==> src/rtl/mem_bus_decoder.sv <==
// mem_bus_decoder: routes picorv32 native memory requests to the BRAM wrapper
// or the peripheral bus. It latches the request, waits for the selected slave,
// returns a registered one-cycle ready, and inserts a turnaround cycle so that
// late slave ready pulses cannot complete the next access. Unmapped or hung
// accesses finish with an error word and set a sticky error flag.
module mem_bus_decoder #(
  parameter logic [31:0] RAM_BASE = 32'h0000_0000,
  parameter int          RAM_AW   = 12,
  parameter logic [31:0] PER_BASE = 32'h0200_0000,
  parameter int          PER_AW   = 16,
  parameter int          TIMEOUT  = 16,
  parameter logic [31:0] ERR_DATA = 32'hDEAD_BEEF
) (
  input  logic        clk,
  input  logic        resetn,
  // CPU side
  input  logic        mem_valid,
  output logic        mem_ready,
  input  logic [31:0] mem_addr,
  input  logic [31:0] mem_wdata,
  input  logic [3:0]  mem_wstrb,
  output logic [31:0] mem_rdata,
  // BRAM wrapper
  output logic        ram_valid,
  input  logic        ram_ready,
  output logic [31:0] ram_addr,
  output logic [31:0] ram_wdata,
  output logic [3:0]  ram_wstrb,
  input  logic [31:0] ram_rdata,
  // Peripheral bus
  output logic        per_valid,
  input  logic        per_ready,
  output logic [31:0] per_addr,
  output logic [31:0] per_wdata,
  output logic [3:0]  per_wstrb,
  input  logic [31:0] per_rdata,
  // Error reporting
  output logic        bus_err,
  output logic [31:0] err_addr,
  input  logic        err_clr
);

  // TIMEOUT >= 2, so the counter is at least one bit wide and holds TIMEOUT-1.
  localparam int                CNT_W    = $clog2(TIMEOUT);
  localparam logic [CNT_W-1:0]  CNT_LAST = CNT_W'(TIMEOUT - 1);

  typedef enum logic [1:0] {
    IDLE,
    ACCESS,
    ERROR,
    TURN
  } state_t;

  state_t            state_q,     state_d;
  logic              sel_ram_q,   sel_ram_d;
  logic [31:0]       addr_q,      addr_d;
  logic [31:0]       wdata_q,     wdata_d;
  logic [3:0]        wstrb_q,     wstrb_d;
  logic [CNT_W-1:0]  cnt_q,       cnt_d;
  logic              ram_valid_q, ram_valid_d;
  logic              per_valid_q, per_valid_d;
  logic              mem_ready_q, mem_ready_d;
  logic [31:0]       mem_rdata_q, mem_rdata_d;
  logic              bus_err_q,   bus_err_d;
  logic [31:0]       err_addr_q,  err_addr_d;

  logic              hit_ram;
  logic              hit_per;
  logic              sel_ready;
  logic [31:0]       sel_rdata;
  logic              err_done;

  // RAM takes priority if the two windows ever overlap.
  assign hit_ram   = (mem_addr >> RAM_AW) == (RAM_BASE >> RAM_AW);
  assign hit_per   = (mem_addr >> PER_AW) == (PER_BASE >> PER_AW);
  assign sel_ready = sel_ram_q ? ram_ready : per_ready;
  assign sel_rdata = sel_ram_q ? ram_rdata : per_rdata;

  // Next-state, request latching, completion and sticky error logic.
  always_comb begin
    state_d     = state_q;
    sel_ram_d   = sel_ram_q;
    addr_d      = addr_q;
    wdata_d     = wdata_q;
    wstrb_d     = wstrb_q;
    cnt_d       = cnt_q;
    ram_valid_d = 1'b0;
    per_valid_d = 1'b0;
    mem_ready_d = 1'b0;
    mem_rdata_d = 32'h0;
    bus_err_d   = bus_err_q;
    err_addr_d  = err_addr_q;
    err_done    = 1'b0;

    unique case (state_q)
      IDLE: begin
        if (mem_valid) begin
          addr_d    = mem_addr;
          wdata_d   = mem_wdata;
          wstrb_d   = mem_wstrb;
          sel_ram_d = hit_ram;
          if (hit_ram || hit_per) begin
            state_d     = ACCESS;
            cnt_d       = '0;
            ram_valid_d = hit_ram;
            per_valid_d = !hit_ram;
          end else begin
            state_d = ERROR;
          end
        end
      end
      ACCESS: begin
        if (sel_ready) begin
          mem_ready_d = 1'b1;
          mem_rdata_d = sel_rdata;
          state_d     = TURN;
        end else if (cnt_q == CNT_LAST) begin
          err_done = 1'b1;
        end else begin
          cnt_d       = cnt_q + 1'b1;
          ram_valid_d = ram_valid_q;
          per_valid_d = per_valid_q;
        end
      end
      ERROR: begin
        err_done = 1'b1;
      end
      TURN: begin
        state_d = IDLE;
      end
      default: begin
        state_d = IDLE;
      end
    endcase

    if (err_clr) begin
      bus_err_d  = 1'b0;
      err_addr_d = 32'h0;
    end

    // A clear in the same cycle as a new error still records the new error.
    if (err_done) begin
      mem_ready_d = 1'b1;
      mem_rdata_d = ERR_DATA;
      state_d     = TURN;
      if (!bus_err_q || err_clr) begin
        bus_err_d  = 1'b1;
        err_addr_d = addr_q;
      end
    end
  end

  // State and registered outputs; reset drops every output immediately.
  always_ff @(posedge clk or negedge resetn) begin
    if (!resetn) begin
      state_q     <= IDLE;
      sel_ram_q   <= 1'b0;
      addr_q      <= 32'h0;
      wdata_q     <= 32'h0;
      wstrb_q     <= 4'h0;
      cnt_q       <= '0;
      ram_valid_q <= 1'b0;
      per_valid_q <= 1'b0;
      mem_ready_q <= 1'b0;
      mem_rdata_q <= 32'h0;
      bus_err_q   <= 1'b0;
      err_addr_q  <= 32'h0;
    end else begin
      state_q     <= state_d;
      sel_ram_q   <= sel_ram_d;
      addr_q      <= addr_d;
      wdata_q     <= wdata_d;
      wstrb_q     <= wstrb_d;
      cnt_q       <= cnt_d;
      ram_valid_q <= ram_valid_d;
      per_valid_q <= per_valid_d;
      mem_ready_q <= mem_ready_d;
      mem_rdata_q <= mem_rdata_d;
      bus_err_q   <= bus_err_d;
      err_addr_q  <= err_addr_d;
    end
  end

  assign mem_ready = mem_ready_q;
  assign mem_rdata = mem_rdata_q;
  assign ram_valid = ram_valid_q;
  assign per_valid = per_valid_q;
  assign ram_addr  = addr_q;
  assign per_addr  = addr_q;
  assign ram_wdata = wdata_q;
  assign per_wdata = wdata_q;
  assign ram_wstrb = wstrb_q;
  assign per_wstrb = wstrb_q;
  assign bus_err   = bus_err_q;
  assign err_addr  = err_addr_q;

endmodule

==> config.mk <==
export PLATFORM = sky130hd
export DESIGN_NAME = mem_bus_decoder
export DESIGN_NICKNAME = d
export VERILOG_FILES = /design/src/rtl/mem_bus_decoder.sv
export SDC_FILE = /design/constraint.sdc
export NUM_CORES = 1
export LEC_CHECK = 0
export CORE_UTILIZATION = 35
export DETAILED_ROUTE_END_ITERATION = 12
export GPL_TIMING_DRIVEN = 0
export PLACE_DENSITY = 0.82
export SETUP_SLACK_MARGIN = 0.5
export SYNTH_ARGS = -nofsm -noshare
export SYNTH_HDL_FRONTEND = slang
export SYNTH_SLANG_ARGS = --single-unit
==> constraint.sdc <==
create_clock -name clk -period 1.6 [get_ports clk]
set_input_delay 0.16 -clock clk [delete_from_list [all_inputs] [get_ports clk]]
set_output_delay 0.16 -clock clk [all_outputs]
set_load 0.02 [all_outputs]
==> results.json <==
{
  "outcome": "complete, but fails checks",
  "violations": "negative hold slack, negative setup slack",
  "post_route_cells_drive_above_1_share_pct": 61.9,
  "post-route-util_pct": 77.3,
  "initial_core_util_pct": 35.9,
  "intPower_mw": 19.1,
  "seq_area_frac_synth_pct": 57.7,
  "synth.distinct_cells": 38,
  "cts_buffers": 17,
  "grt_pass1_wl_mm": 32.0,
  "max_cap_violations": 0,
  "clk_latency_ns": 0.42,
  "wire_per_inst_um": 21.1,
  "skew_ns": 0.00763,
  "avgSynthCellArea_um2": 13.3,
  "boundaryPins": 342,
  "via_count": 6099,
  "placed_cell_area_um2": 10000,
  "tightest_slew_ns": 0.690,
  "dieArea_um2": 18300,
  "slew_headroom_pct": 54.0,
  "die_h_um": 135,
  "clockPowerShare_pct": 12.8,
  "startpoint_type": "register",
  "gp_congestion": 0.806,
  "peakVddDrop_uv": 1560,
  "grt_pass1_vias": 5743,
  "pwr-share-seq_pct": 21.8,
  "regArea_um2": 3580,
  "diodes": 0,
  "coreArea_um2": 17300,
  "fp-row-count": 48,
  "grt_util_all_layers_pct": 23.3,
  "yosys_warnings": 0,
  "layout_min_cycle_time_ns": 1.93,
  "fill_cells": 949,
  "wl_met2_mm": 14.5,
  "wl_met3_mm": 1.37,
  "clockBufferDepth": 2,
  "timing.fmax_mhz": 517,
  "drc": 0,
  "slew_violations": 0,
  "hp-class": "in -> async",
  "ys_ff_latch": 143,
  "worstPathArrival_ns": 2.22,
  "cts_sinks": 143,
  "cts_tree": "built",
  "critical_path_class": "reg -> reg",
  "combPwrFrac_pct": 65.4,
  "clkTransAtPathRegs_ns": 0.06,
  "rsz0062_at_grt": "true",
  "fin_hold_ws_ns": -0.238,
  "die_w_um": 135,
  "setup_violations": 141,
  "drt-vias-per-instance": 4.85,
  "grt_max_degree": 73,
  "fin_nets": 1164,
  "leakagePower_nw": 6.39,
  "post-place-ws_ns": -0.531,
  "critical_path.startpoint": "state_q[0]",
  "netSwitchingFraction_pct": 37.3,
  "required_ns": 1.89,
  "synth_area_um2": 6210,
  "hpwlAfterDp_mm": 13.9,
  "area_delta_synth_final_pct": 115,
  "hold_viol_final": 71,
  "path_max_fanout": 10,
  "io_buffers": 341,
  "r2r-start": "state_q[0]",
  "setup_slack_ns": -0.333,
  "synth_fp_nets": 610,
  "synthCells": 467,
  "multi_input_area_um2": 2280,
  "routedLengthMet1_mm": 9.90,
  "switchingPower_mw": 11.4,
  "h-tree-depth": 4,
  "antenna_found_initial": 0,
  "grt_overflow_total": 0,
  "end_kind": "register",
  "post-route-cell-area_um2": 13400,
  "ctsRootBufferMaster": "clkbuf_16",
  "fin_crit_sh_pct": 121,
  "highest_layer": "met4",
  "drt_iter0_markers": 198,
  "wirelength_mm": 26.6,
  "postRouteAntennaNets": 0,
  "cellPowerDensity_nw_per_um2": 2280,
  "drt-pass1-iter-count": 4
}
[per-layer routing]
metal	track usage [%]	up-vias
met4	6.30	0
li1	-	2703
met5	0	-
met2	41.9	277
met1	28.0	3061
met3	4.79	58
[cells in the mapped netlist]
library cell | instances | share of area (%)
o211a_1 | 1 | 0.16
nor3_1 | 2 | 0.16
or3_1 | 1 | 0.10
o21ai_1 | 9 | 0.73
mux2i_4 | 1 | 0.36
mux2_2 | 68 | 12
and2_1 | 1 | 0.10
nand4_1 | 3 | 0.30
buf_2 | 4 | 0.32
a41o_1 | 1 | 0.16
nor2_4 | 1 | 0.18
inv_1 | 6 | 0.36
nand2_1 | 11 | 0.67
nor4_1 | 4 | 0.40
a21o_1 | 2 | 0.24
nor2b_1 | 1 | 0.10
mux2_1 | 1 | 0.18
a211o_1 | 1 | 0.14
nor2_1 | 10 | 0.60
ha_1 | 5 | 1.0
nand2b_1 | 3 | 0.30
o31ai_1 | 2 | 0.24
or2_1 | 2 | 0.20
a31oi_1 | 1 | 0.10
buf_1 | 7 | 0.42
mux2i_1 | 32 | 5.2
nand3_1 | 4 | 0.32
nand2b_4 | 1 | 0.22
and3_1 | 1 | 0.10
o211ai_1 | 2 | 0.24
dfrtp_1 | 143 | 58
buf_6 | 5 | 0.91
o21ai_0 | 21 | 1.7
clkbuf_1 | 5 | 0.30
or4_1 | 1 | 0.12
o21ba_4 | 1 | 0.26
a22o_1 | 32 | 4.5
buf_4 | 71 | 8.6
[flip-flops by register name (all words and copies together) (netlist names)]
register and flops:
bus_err 1, cnt_q 4, err_addr 32, mem_rdata 32
mem_ready 1, per_addr 32, per_valid 1, per_wdata 32
per_wstrb 4, ram_valid 1, sel_ram_q 1, state_q 2
[final timing paths]
kind | to | slack (ns) | cells past startpoint
setup / recovery | err_addr[2] | -0.33 | 9
min in group clk | per_wdata[31] | 0.36 | 2
hold reg to reg | ram_valid | 0.53 | 1
max in group asynchronous | per_wdata[28] | 1.04 | 2
hold / removal | err_addr[11] | -0.24 | 1
setup reg to reg | err_addr[2] | -0.33 | 9
[cells in the final DEF (no fill, tap or decap), types with 4 or more instances in the layout]
cell type	n
buf_12	13
nor4_4	4
o21ai_1	10
mux2_2	59
clkinvlp_4	4
mux2_4	9
a22o_1	32
buf_2	25
clkdlybuf4s50_1	136
buf_8	11
mux2i_1	31
nor2_2	4
o21ai_0	7
buf_6	329
buf_4	97
dfrtp_1	140
clkbuf_2	4
buf_16	8
clkbuf_16	18
nand2_1	8
o21ai_2	13
nor2_4	6
[timing repair]
| item | 4_1_cts | 5_1_grt |
|---|---|---|
| cloned | 10 | 2 |
| pin swaps | 13 | 9 |
| gates resized for setup | 853 | 531 |
| endpoints found under the setup margin | 347 | 347 |
| endpoints found under the hold margin | 71 | 71 |
| buffers inserted | 93 | 88 |
[power by group through the flow]
stage | clock (mW) | combinational, mW | sequential, mW
after global routing | 4.10 | 20.6 | 6.75
after CTS | 3.92 | 15.8 | 6.36
final | 3.90 | 19.9 | 6.64
after detailed placement | 0 | 12.9 | 6.52
after global placement | 0 | 12.7 | 6.46
after floorplan | 0 | 5.09 | 8.11
[critical path, stage by stage, from the launching register on]
cell      delay (ns)
dfrtp_2         0.46
ha_4            0.18
buf_6           0.12
a31oi_4         0.19
nand2b_4        0.19
buf_8           0.11
nor2_4          0.05
buf_12          0.15
buf_8           0.14
a22o_1          0.21
[metrics by stage]
step | power, mW | TNS (ns) | instances
5_1_grt | 31.5 | -26.09 | 1258
3_5_place_dp | 19.4 | -26.69 | 1034
6_report | 30.4 | -19.49 | 1258
3_3_place_gp | 19.2 | -785.19 | 1033
2_1_floorplan | 13.2 | -0.666 | 467
4_1_cts | 26.0 | -10.61 | 1168
[final cells by class]
class | instances | share of cell area [%]
Clock buffer | 18 | 3.21
Clock inverter | 13 | 1.05
Timing Repair Buffer | 534 | 41.6
Multi-Input combinational cell | 227 | 17.1
Tap cell | 225 | 2.11
Inverter | 6 | 0.168
Buffer | 92 | 8.01
Sequential cell | 143 | 26.8
[cell families after synthesis]
group                      after synthesis  share of synthesized area (%)
AOI/OAI and AO/OA                       73                           8.49
adders and majority gates                5                           1.01
buffers and inverters                   98                           10.9
DFF                                    143                           57.7
muxes                                  102                           18.0
and+or+nand+nor                         46                           3.89
Note: power is estimated with default switching activity, not from simulation.
